<file path="config.mk">
export PLATFORM = sky130hd
export DESIGN_NAME = wb_unit
export DESIGN_NICKNAME = d
export VERILOG_FILES = /design/src/rtl/wb_unit.sv
export SDC_FILE = /design/constraint.sdc
export NUM_CORES = 1
export LEC_CHECK = 0
export ABC_AREA = 0
export ABC_CLOCK_PERIOD_IN_PS = 2870
export BUFFER_PORTS_ARGS = -buffer_cell sky130_fd_sc_hd__buf_2
export CAP_MARGIN = 20
export CORE_AREA = 2 2 153 230
export DETAILED_ROUTE_END_ITERATION = 10
export DIE_AREA = 0 0 155 232
export PLACE_DENSITY_LB_ADDON = 0.2
export SYNTH_ARGS = -nofsm -noshare
export SYNTH_HDL_FRONTEND = slang
export SYNTH_SLANG_ARGS = --single-unit
</file>
<file path="constraint.sdc">
create_clock -name clk -period 2.87 [get_ports clk]
set_input_delay 0.4305 -clock clk [delete_from_list [all_inputs] [get_ports clk]]
set_output_delay 0.4305 -clock clk [all_outputs]
set_load 0.05 [all_outputs]
</file>
<file path="src/rtl/wb_unit.sv">
// wb_unit: writeback stage. ALU results pass straight to the register file
// write port; loads issue one aligned 64-bit read, then extract and extend
// the addressed lane. Also reports the held rd for hazard detection and a
// one-cycle commit pulse per retired instruction.
module wb_unit #(
   parameter int unsigned XLEN       = 64,
   parameter int unsigned ADDR_WIDTH = 5
) (
   input  logic                  clk,
   input  logic                  rst_n,
   input  logic                  in_valid,
   output logic                  in_ready,
   input  logic [XLEN-1:0]       in_pc,
   input  logic [ADDR_WIDTH-1:0] in_rd,
   input  logic                  in_rd_wen,
   input  logic                  in_is_load,
   input  logic [2:0]            in_funct3,
   input  logic [XLEN-1:0]       in_result,
   output logic                  mem_req_valid,
   input  logic                  mem_req_ready,
   output logic [XLEN-1:0]       mem_addr,
   input  logic                  mem_resp_valid,
   input  logic [XLEN-1:0]       mem_resp_data,
   output logic                  rf_wen,
   output logic [ADDR_WIDTH-1:0] rf_waddr,
   output logic [XLEN-1:0]       rf_wdata,
   output logic                  pend_valid,
   output logic [ADDR_WIDTH-1:0] pend_rd,
   output logic                  commit_valid,
   output logic [XLEN-1:0]       commit_pc,
   output logic                  commit_err
);

   // Byte offset within a memory word and the matching bit-shift width.
   localparam int unsigned OFF_W   = 3;
   localparam int unsigned SHAMT_W = OFF_W + 3;

   typedef enum logic [1:0] {
      S_IDLE  = 2'd0,
      S_REQ   = 2'd1,
      S_WAIT  = 2'd2,
      S_WRITE = 2'd3
   } state_t;

   // State and captured instruction fields.
   state_t                r_state;
   logic [XLEN-1:0]       r_pc;
   logic [ADDR_WIDTH-1:0] r_rd;
   logic                  r_rd_wen;
   logic                  r_is_load;
   logic [2:0]            r_funct3;
   logic [XLEN-1:0]       r_result;
   logic [XLEN-1:0]       r_data;
   logic                  r_err;

   // Registered outputs.
   logic                  r_mem_req_valid;
   logic [XLEN-1:0]       r_mem_addr;
   logic                  r_rf_wen;
   logic [ADDR_WIDTH-1:0] r_rf_waddr;
   logic [XLEN-1:0]       r_rf_wdata;
   logic                  r_pend_valid;
   logic [ADDR_WIDTH-1:0] r_pend_rd;
   logic                  r_commit_valid;
   logic [XLEN-1:0]       r_commit_pc;
   logic                  r_commit_err;

   // Next-state values.
   state_t                w_next_state;
   logic [XLEN-1:0]       w_nx_pc;
   logic [ADDR_WIDTH-1:0] w_nx_rd;
   logic                  w_nx_rd_wen;
   logic                  w_nx_is_load;
   logic [2:0]            w_nx_funct3;
   logic [XLEN-1:0]       w_nx_result;
   logic [XLEN-1:0]       w_nx_data;
   logic                  w_nx_err;

   logic                  w_nx_mem_req_valid;
   logic [XLEN-1:0]       w_nx_mem_addr;
   logic                  w_nx_rf_wen;
   logic [ADDR_WIDTH-1:0] w_nx_rf_waddr;
   logic [XLEN-1:0]       w_nx_rf_wdata;
   logic                  w_nx_pend_valid;
   logic [ADDR_WIDTH-1:0] w_nx_pend_rd;
   logic                  w_nx_commit_valid;
   logic [XLEN-1:0]       w_nx_commit_pc;
   logic                  w_nx_commit_err;

   logic                  w_accept;
   logic                  w_fault;
   logic [SHAMT_W-1:0]    w_shamt;
   logic [XLEN-1:0]       w_lane;
   logic [XLEN-1:0]       w_load_data;

   assign in_ready = (r_state == S_IDLE) | (r_state == S_WRITE);
   assign w_accept = in_valid & in_ready;

   // Load misalignment / illegal size check on the incoming address.
   always_comb begin
      w_fault = 1'b0;
      case (in_funct3)
         3'b001, 3'b101: w_fault = in_result[0];
         3'b010, 3'b110: w_fault = |in_result[1:0];
         3'b011:         w_fault = |in_result[OFF_W-1:0];
         3'b111:         w_fault = 1'b1;
         default:        w_fault = 1'b0;
      endcase
   end

   // Shift the addressed lane of the response down to bit 0.
   assign w_shamt = SHAMT_W'({r_result[OFF_W-1:0], 3'b000});
   assign w_lane  = mem_resp_data >> w_shamt;

   // Sign- or zero-extend the selected lane according to the load size.
   always_comb begin
      w_load_data = '0;
      case (r_funct3)
         3'b000:  w_load_data = {{(XLEN-8){w_lane[7]}},   w_lane[7:0]};
         3'b001:  w_load_data = {{(XLEN-16){w_lane[15]}}, w_lane[15:0]};
         3'b010:  w_load_data = {{(XLEN-32){w_lane[31]}}, w_lane[31:0]};
         3'b011:  w_load_data = w_lane;
         3'b100:  w_load_data = {{(XLEN-8){1'b0}},  w_lane[7:0]};
         3'b101:  w_load_data = {{(XLEN-16){1'b0}}, w_lane[15:0]};
         3'b110:  w_load_data = {{(XLEN-32){1'b0}}, w_lane[31:0]};
         default: w_load_data = '0;
      endcase
   end

   // Next-state, capture and registered-output decode.
   always_comb begin
      w_next_state = r_state;
      w_nx_pc      = r_pc;
      w_nx_rd      = r_rd;
      w_nx_rd_wen  = r_rd_wen;
      w_nx_is_load = r_is_load;
      w_nx_funct3  = r_funct3;
      w_nx_result  = r_result;
      w_nx_data    = r_data;
      w_nx_err     = r_err;

      case (r_state)
         S_IDLE, S_WRITE: begin
            if (w_accept) begin
               w_nx_pc      = in_pc;
               w_nx_rd      = in_rd;
               w_nx_rd_wen  = in_rd_wen;
               w_nx_is_load = in_is_load;
               w_nx_funct3  = in_funct3;
               w_nx_result  = in_result;
               if (!in_is_load) begin
                  w_next_state = S_WRITE;
                  w_nx_data    = in_result;
                  w_nx_err     = 1'b0;
               end else if (w_fault) begin
                  w_next_state = S_WRITE;
                  w_nx_data    = '0;
                  w_nx_err     = 1'b1;
               end else begin
                  w_next_state = S_REQ;
                  w_nx_data    = '0;
                  w_nx_err     = 1'b0;
               end
            end else begin
               w_next_state = S_IDLE;
            end
         end
         S_REQ: begin
            if (mem_req_ready) w_next_state = S_WAIT;
         end
         S_WAIT: begin
            if (mem_resp_valid && r_is_load) begin
               w_nx_data    = w_load_data;
               w_next_state = S_WRITE;
            end
         end
         default: w_next_state = S_IDLE;
      endcase

      // Output values for the cycle after this edge; all zero outside their state.
      w_nx_mem_req_valid = (w_next_state == S_REQ);
      w_nx_mem_addr      = '0;
      if (w_next_state == S_REQ) w_nx_mem_addr = {w_nx_result[XLEN-1:OFF_W], {OFF_W{1'b0}}};

      w_nx_pend_valid = (w_next_state != S_IDLE);
      w_nx_pend_rd    = '0;
      if (w_next_state != S_IDLE) w_nx_pend_rd = w_nx_rd;

      w_nx_commit_valid = 1'b0;
      w_nx_commit_pc    = '0;
      w_nx_commit_err   = 1'b0;
      w_nx_rf_wen       = 1'b0;
      w_nx_rf_waddr     = '0;
      w_nx_rf_wdata     = '0;
      if (w_next_state == S_WRITE) begin
         w_nx_commit_valid = 1'b1;
         w_nx_commit_pc    = w_nx_pc;
         w_nx_commit_err   = w_nx_err;
         w_nx_rf_wen       = w_nx_rd_wen & (w_nx_rd != '0) & ~w_nx_err;
         w_nx_rf_waddr     = w_nx_rd;
         w_nx_rf_wdata     = w_nx_data;
      end
   end

   // State, captured fields and registered outputs.
   always_ff @(posedge clk or negedge rst_n) begin
      if (!rst_n) begin
         r_state         <= S_IDLE;
         r_pc            <= '0;
         r_rd            <= '0;
         r_rd_wen        <= 1'b0;
         r_is_load       <= 1'b0;
         r_funct3        <= '0;
         r_result        <= '0;
         r_data          <= '0;
         r_err           <= 1'b0;
         r_mem_req_valid <= 1'b0;
         r_mem_addr      <= '0;
         r_rf_wen        <= 1'b0;
         r_rf_waddr      <= '0;
         r_rf_wdata      <= '0;
         r_pend_valid    <= 1'b0;
         r_pend_rd       <= '0;
         r_commit_valid  <= 1'b0;
         r_commit_pc     <= '0;
         r_commit_err    <= 1'b0;
      end else begin
         r_state         <= w_next_state;
         r_pc            <= w_nx_pc;
         r_rd            <= w_nx_rd;
         r_rd_wen        <= w_nx_rd_wen;
         r_is_load       <= w_nx_is_load;
         r_funct3        <= w_nx_funct3;
         r_result        <= w_nx_result;
         r_data          <= w_nx_data;
         r_err           <= w_nx_err;
         r_mem_req_valid <= w_nx_mem_req_valid;
         r_mem_addr      <= w_nx_mem_addr;
         r_rf_wen        <= w_nx_rf_wen;
         r_rf_waddr      <= w_nx_rf_waddr;
         r_rf_wdata      <= w_nx_rf_wdata;
         r_pend_valid    <= w_nx_pend_valid;
         r_pend_rd       <= w_nx_pend_rd;
         r_commit_valid  <= w_nx_commit_valid;
         r_commit_pc     <= w_nx_commit_pc;
         r_commit_err    <= w_nx_commit_err;
      end
   end

   assign mem_req_valid = r_mem_req_valid;
   assign mem_addr      = r_mem_addr;
   assign rf_wen        = r_rf_wen;
   assign rf_waddr      = r_rf_waddr;
   assign rf_wdata      = r_rf_wdata;
   assign pend_valid    = r_pend_valid;
   assign pend_rd       = r_pend_rd;
   assign commit_valid  = r_commit_valid;
   assign commit_pc     = r_commit_pc;
   assign commit_err    = r_commit_err;

endmodule

</file>
### After elaboration in Yosys (flattened, before gate mapping)

Index checks and enable logic that the tools add are counted.

* add/subtract/negate cells: 0
* multipliers: 0
* divide/modulo/power cells: 0
* order comparisons: 0
* equality and inequality tests: 17
* shift operators: 1
* multiplexer cells: 32
* bitwise logic cells: 5
* reductions and logical operators: 11

Operators by type and width (number)
* $mux W64: 10
* $pmux W64 S7: 1
* $pmux W64 S2: 1
* $shr A64 B6 Y64: 1
* $mux W5: 4
* $eq A3 B3 Y1 const B: 6
* $eq A3 B2 Y1 const B: 4
* $mux W2: 5
* $mux W1: 9
* $reduce_or A2 Y1: 4
* $eq A2 B2 Y1 const B: 3
* $eq A3 B1 Y1 const B: 2
* $pmux W2 S3: 1
* $reduce_bool A5 Y1: 1
* $eq A2 B1 Y1 const B: 2
* $pmux W1 S4: 1
* $and A1 B1 Y1: 3
* $logic_not A3 Y1: 1
* $reduce_or A3 Y1: 1
* $logic_not A2 Y1: 1
* $reduce_and A2 Y1: 1
* $reduce_bool A2 Y1: 1
* $logic_and A1 B1 Y1: 1
* $not A1 Y1: 1
* $or A1 B1 Y1: 1

* flip-flop bits (word level): 412
* latch bits: 0
* RAM bits: 0
* ROM bits: 0
* output and inout bits: 208
* memories: 0

### Depth between registers and ports, before layout

* depth in word-level cells: 10
* gate-level depth with buffers: 11
* mapped depth without buffers: 8

### Worst setup path after synthesis

OpenSTA, ideal clock, no wires.

* path type: register to register
* from: register r_state[0]
* to: register r_rf_wdata[21] (netlist: rf_wdata[21])
* setup time: 0.145 ns
* arrival time: 2.550 ns
* slack: 0.175 ns
* stages on the path, launching flop included: 10
* period minus slack after synthesis: 2.695 ns
* path through: dfrtp_1 > inv_1 > ha_1 > clkbuf_1 > and3b_1 > buf_2 > clkbuf_1 > a221o_1 > a2111oi_0 > nor3_1

* word-level cells in the longest chain between the ends: 7

Ends and longest elaborated chain
* from (decl): line 46 `state_t r_state;`
* from (signal assigned): line 228 `r_state <= w_next_state;`
* $eq A2 B2 Y1 / $logic_not A2 Y1 (equally long branches): line 96 `assign in_ready = (r_state == S_IDLE) | (r_state == S_WRITE);`
* $or A1 B1 Y1 (*): line 96
* net in_ready: line 12 `output logic in_ready,`
* $and A1 B1 Y1 (*): line 97 `assign w_accept = in_valid & in_ready;`
* $mux W2: line 144 `if (w_accept) begin`
* $pmux W2 S3: line 142 `case (r_state)`
* $eq A2 B2 Y1: line 195 `if (w_next_state == S_WRITE) begin`
* $mux W64 (*): line 195
* net w_nx_rf_wdata[21]: line 83 `logic [XLEN-1:0] w_nx_rf_wdata;`
* to (signal assigned): line 241 `r_rf_wdata <= w_nx_rf_wdata;`
* to (decl): line 61 `logic [XLEN-1:0] r_rf_wdata;`

The timed path passes the listed nets; every way through them passes the cells marked *.
A chain may end at the register's enable or synchronous reset.

### Worst setup path after layout

* from: register r_state[0]
* to: register r_rf_wdata[61] (netlist: rf_wdata[61])

* word-level cells in the longest chain between the ends: 7

Ends and longest elaborated chain (line)
* $eq A2 B2 Y1 / $logic_not A2 Y1 (equally long branches): 96, 142
* $or A1 B1 Y1: 96
* $and A1 B1 Y1: 97
* $mux W2: 144
* $pmux W2 S3: 142
* $eq A2 B2 Y1: 195
* $mux W64 (*): 195
* net w_nx_rf_wdata[61]: 83

Marked as above.

==> results.txt <==
Largest family of logic cells by synthesized area: simple AND/OR/NAND/NOR gates. Number of hold-slack violations in the final timing report: 0. The portion of synthesized cell area occupied by the leading cell type was 0.567; the simple-gate portion of the synthesized area was 0.141. The fraction of layout cells with a size suffix above 1 works out to 0.379. The post-synthesis instance total came out at 1507. Sorting the synthesized cells by how often they occur yields dfrtp_1 (409), mux2_2 (157), nor2b_1 (89). Internal power comes to 8.93 mW. The number of input and output port buffers inserted works out to 411. The post-route fraction of the period consumed by the critical path is 0.933.

In this run the worst setup path begins at r_state[0]$_DFF_PN0_. For this run, the number of Yosys warnings is 0. VDD sags by at most 0.000455 V. For this run, the detailed router's first-pass iteration total came to 6.

The clock input transition at the sequential cells of the worst setup and hold paths was 0.06 ns. Setup repair after global routing left no endpoint under its margin. Buffer type at the clock tree root: clkbuf_16. The detailed router placed 14.0k vias in this run. The worst path in the final design needs a cycle of 2.68 ns, including I/O delays and setup. Transition time of the tightest slew-check pin: 0.723 ns. The starting density of the core is 0.532. The run gives 0.448 as the clock network fraction of design power. The tightest min-delay check is of the in -> reg type. The run finished with clean final reports.

Summed over all layers, the routed wires come to 54.2 mm. The cell area after technology mapping was 18100 um^2; the clock latency on the worst-skew pair was 0.54 ns. The final cell count without fillers was 2366; the DRC violation total after the first TritonRoute iteration was 938.

Data on the critical path is required at its endpoint by 3.34 ns. Along the worst path, the maximum fanout reaches 22. A synthesized cell averages 12.0 um^2.

Net switching fraction of the power: 0.221. The run gives 10200 um^2 as the register area. The sequential group share of total power is 0.503, and the total I/O pin count is 415. The area growth from synthesis to layout works out to 22.4%. Average wire per standard cell: 22.9 um. The logs give 409 for the number of clock sinks and 39 for the TritonCTS buffer count. The most common cell in the synthesized netlist is dfrtp_1. After detailed routing, the number of remaining DRC violations is 0. The async set or reset register ratio after synthesis was 1.00; the number of cell rows was 83. The tool flagged a number of max-cap violations equal to 0. The predominant post-synthesis flop cell is dfrtp_1. The tools report the initial antenna violation count as 8.

The die is 155 um wide. Compound-gate portion of the synthesized area: 0.118. At the end of routability-driven placement, the weighted congestion stood at 0.950. Critical path launch point type: a flip-flop. The routed via count divided by cell count was 5.92; the total placed cells including tap cells was 2293. The final number of max-transition violations was 0; the antenna violation net count after detailed routing was 0. The H-tree was split into 2 levels. The die covers 36000 um^2. The total of flip-flops plus latches after synthesis came out at 409. The via count of the first global-routing pass was 14.1k.

Power density relative to cell area: 518 nW/um^2. The run gives 2714 as the number of filler instances in the final layout. Across the routed clock network, the largest skew measured is 0.0128 ns. For the maximum achievable frequency, the log shows 374 MHz. The xor and xnor fraction of the mapped netlist area was 0.

The largest total area in the synthesized netlist belongs to dfrtp_1. The endpoint of the worst register-to-register path is rf_wdata[61]$_DFF_PN0_. Synthesis instantiated 65 different standard cells from the library.

The buffer levels on the longest clock path came out at 3. The static leakage power is 11.6 nW. Critical path endpoint: rf_wdata[61]$_DFF_PN0_. The tools report the total global routing track utilization as 0.296. For the headroom to the max-slew limit, the log shows 0.518. TritonCTS built the clock tree. Data arrives at the worst endpoint at 3.15 ns.

The critical path is of the reg -> reg type. The run gives 39.7 mm as the half-perimeter wire length after placement. Adding up every negative setup slack in the final design gives 0 ns. Setup violations remaining at the end of the flow were counted as 0. The worst setup path is captured at a flip-flop. Entering global routing, the biggest net connects 78 pins. The run gives 0.19 ns as the setup slack of the most critical reg-to-reg path.

The portion of the post-synthesis area used by sequential elements is 0.567, and the adder and majority gate portion of the synthesized area is 0.00139. The core region is 34000 um^2. Global-route congestion overflow total: 0. For the worst flop-to-flop path, the logic depth is 9. The synthesized design contains 0 enable-type register cells. The run gives 81.6 mm as the global-route wire length before repair.

The die outline height works out to 232 um. In the post-synthesis netlist, the biggest area contributors are dfrtp_1 (57%), mux2_2 (9.8%), nor2b_1 (3.1%). The launch point of the worst reg-to-reg path was r_state[0]$_DFF_PN0_.

The fraction of power consumed by combinational cells is 0.049. In the final layout, the multi-input gates occupy 7260 um^2. The switching power is 2.53 mW, and the post-synthesis mux area share is 0.137. In the final design database the tool counted 2119 nets.
## logic make-up after synthesis
family / count (synthesis)
simple gates: 435
flops: 409
compound gates: 293
mux: 218
buf+inv: 149
fa+ha+maj: 2
other cells: 1
## power by group through the flow
stage                     Clock, mW  Sequential, mW  Combinational, mW
after floorplan                   0            5.88              0.136
after global placement            0            5.87              0.553
after detailed placement          0            5.87              0.557
after CTS                      5.25            5.77              0.561
after global routing           5.48            5.76              0.605
final                          5.14            5.77              0.559
## sequential cells by signal, indices dropped and copies added (netlist names), 2 cells and up
register   cells
rf_wdata      64
r_funct3       3
rf_waddr       5
pend_rd        5
r_result      64
r_state        2
mem_addr      61
r_rd           5
r_pc          64
r_data        64
commit_pc     64
## how the worst min path moves through the flow
stage,from,to,slack (ns),cells past startpoint
after CTS,in_pc[52],r_pc[52]$_DFF_PN0_,0.12,2
after floorplan,rst_n,commit_err$_DFF_PN0_,0.13,0
after global routing,in_pc[43],r_pc[43]$_DFF_PN0_,0.13,2
final,in_pc[43],r_pc[43]$_DFF_PN0_,0.15,2
after detailed placement,rst_n,pend_valid$_DFF_PN0_,0.48,1
after global placement,rst_n,pend_valid$_DFF_PN0_,0.47,1
## placed cells by master (no fill, tap or decap), types with 20 or more instances in the layout
cell type	count
mux2i_1	53
dfrtp_1	407
o21ai_0	22
buf_4	57
a21o_1	24
nand3_1	20
a211oi_1	24
buf_2	410
a21oi_1	68
a22oi_1	25
nor4_1	36
a221o_1	36
and2_1	79
nor2b_1	89
inv_1	29
mux2_2	157
nor3_1	46
nand2_1	40
nor2_1	52
clkbuf_16	39
## through the flow
stage,worst slack [ns],instance area (um^2),power (mW),hold WS [ns],util
detailed placement,0.222,20800,6.43,0.476,0.613
finish,0.193,22100,11.5,0.146,0.651
CTS,0.208,22100,11.6,0.123,0.651
floorplan,0.175,18100,6.01,0.135,-
global placement,0.303,20800,6.43,0.471,0.613
global route,0.0147,22100,11.8,0.132,0.651
## cell type report
class / count / area share
sequential: 409 / 0.463
multi-input combinational: 951 / 0.328
timing repair buffer: 478 / 0.121
clock buffer: 55 / 0.0518
tap: 425 / 0.0240
clock inverter: 12 / 0.00588
inverter: 31 / 0.00526
antenna: 5 / 0.000566
## metal layers
layer	wire [um]	up-vias	part of all wire	GRT usage
met3	3340	158	0.062	0.0467
li1	-	6245	-	-
met1	20500	6953	0.38	0.361
met2	27000	653	0.50	0.499
met5	20	-	0.00037	0
met4	3390	4	0.063	0.174
## timing repair
action,4_1_cts,5_1_grt
endpoints found under the hold margin,67,0
hold buffers,1,0
gates resized for setup,0,1
buffers inserted,0,0
setup endpoints to repair,0,1
## worst max-delay path: stages (launching register included)
cell and delay (ns):
dfrtp_1 0.43, inv_1 0.07, ha_1 0.33, inv_1 0.13, o22ai_4 0.58, buf_4 0.38, buf_4 0.21, a211oi_1 0.09
a21oi_1 0.20, o211a_1 0.18
No activity file was read; power rests on OpenSTA's default activity.
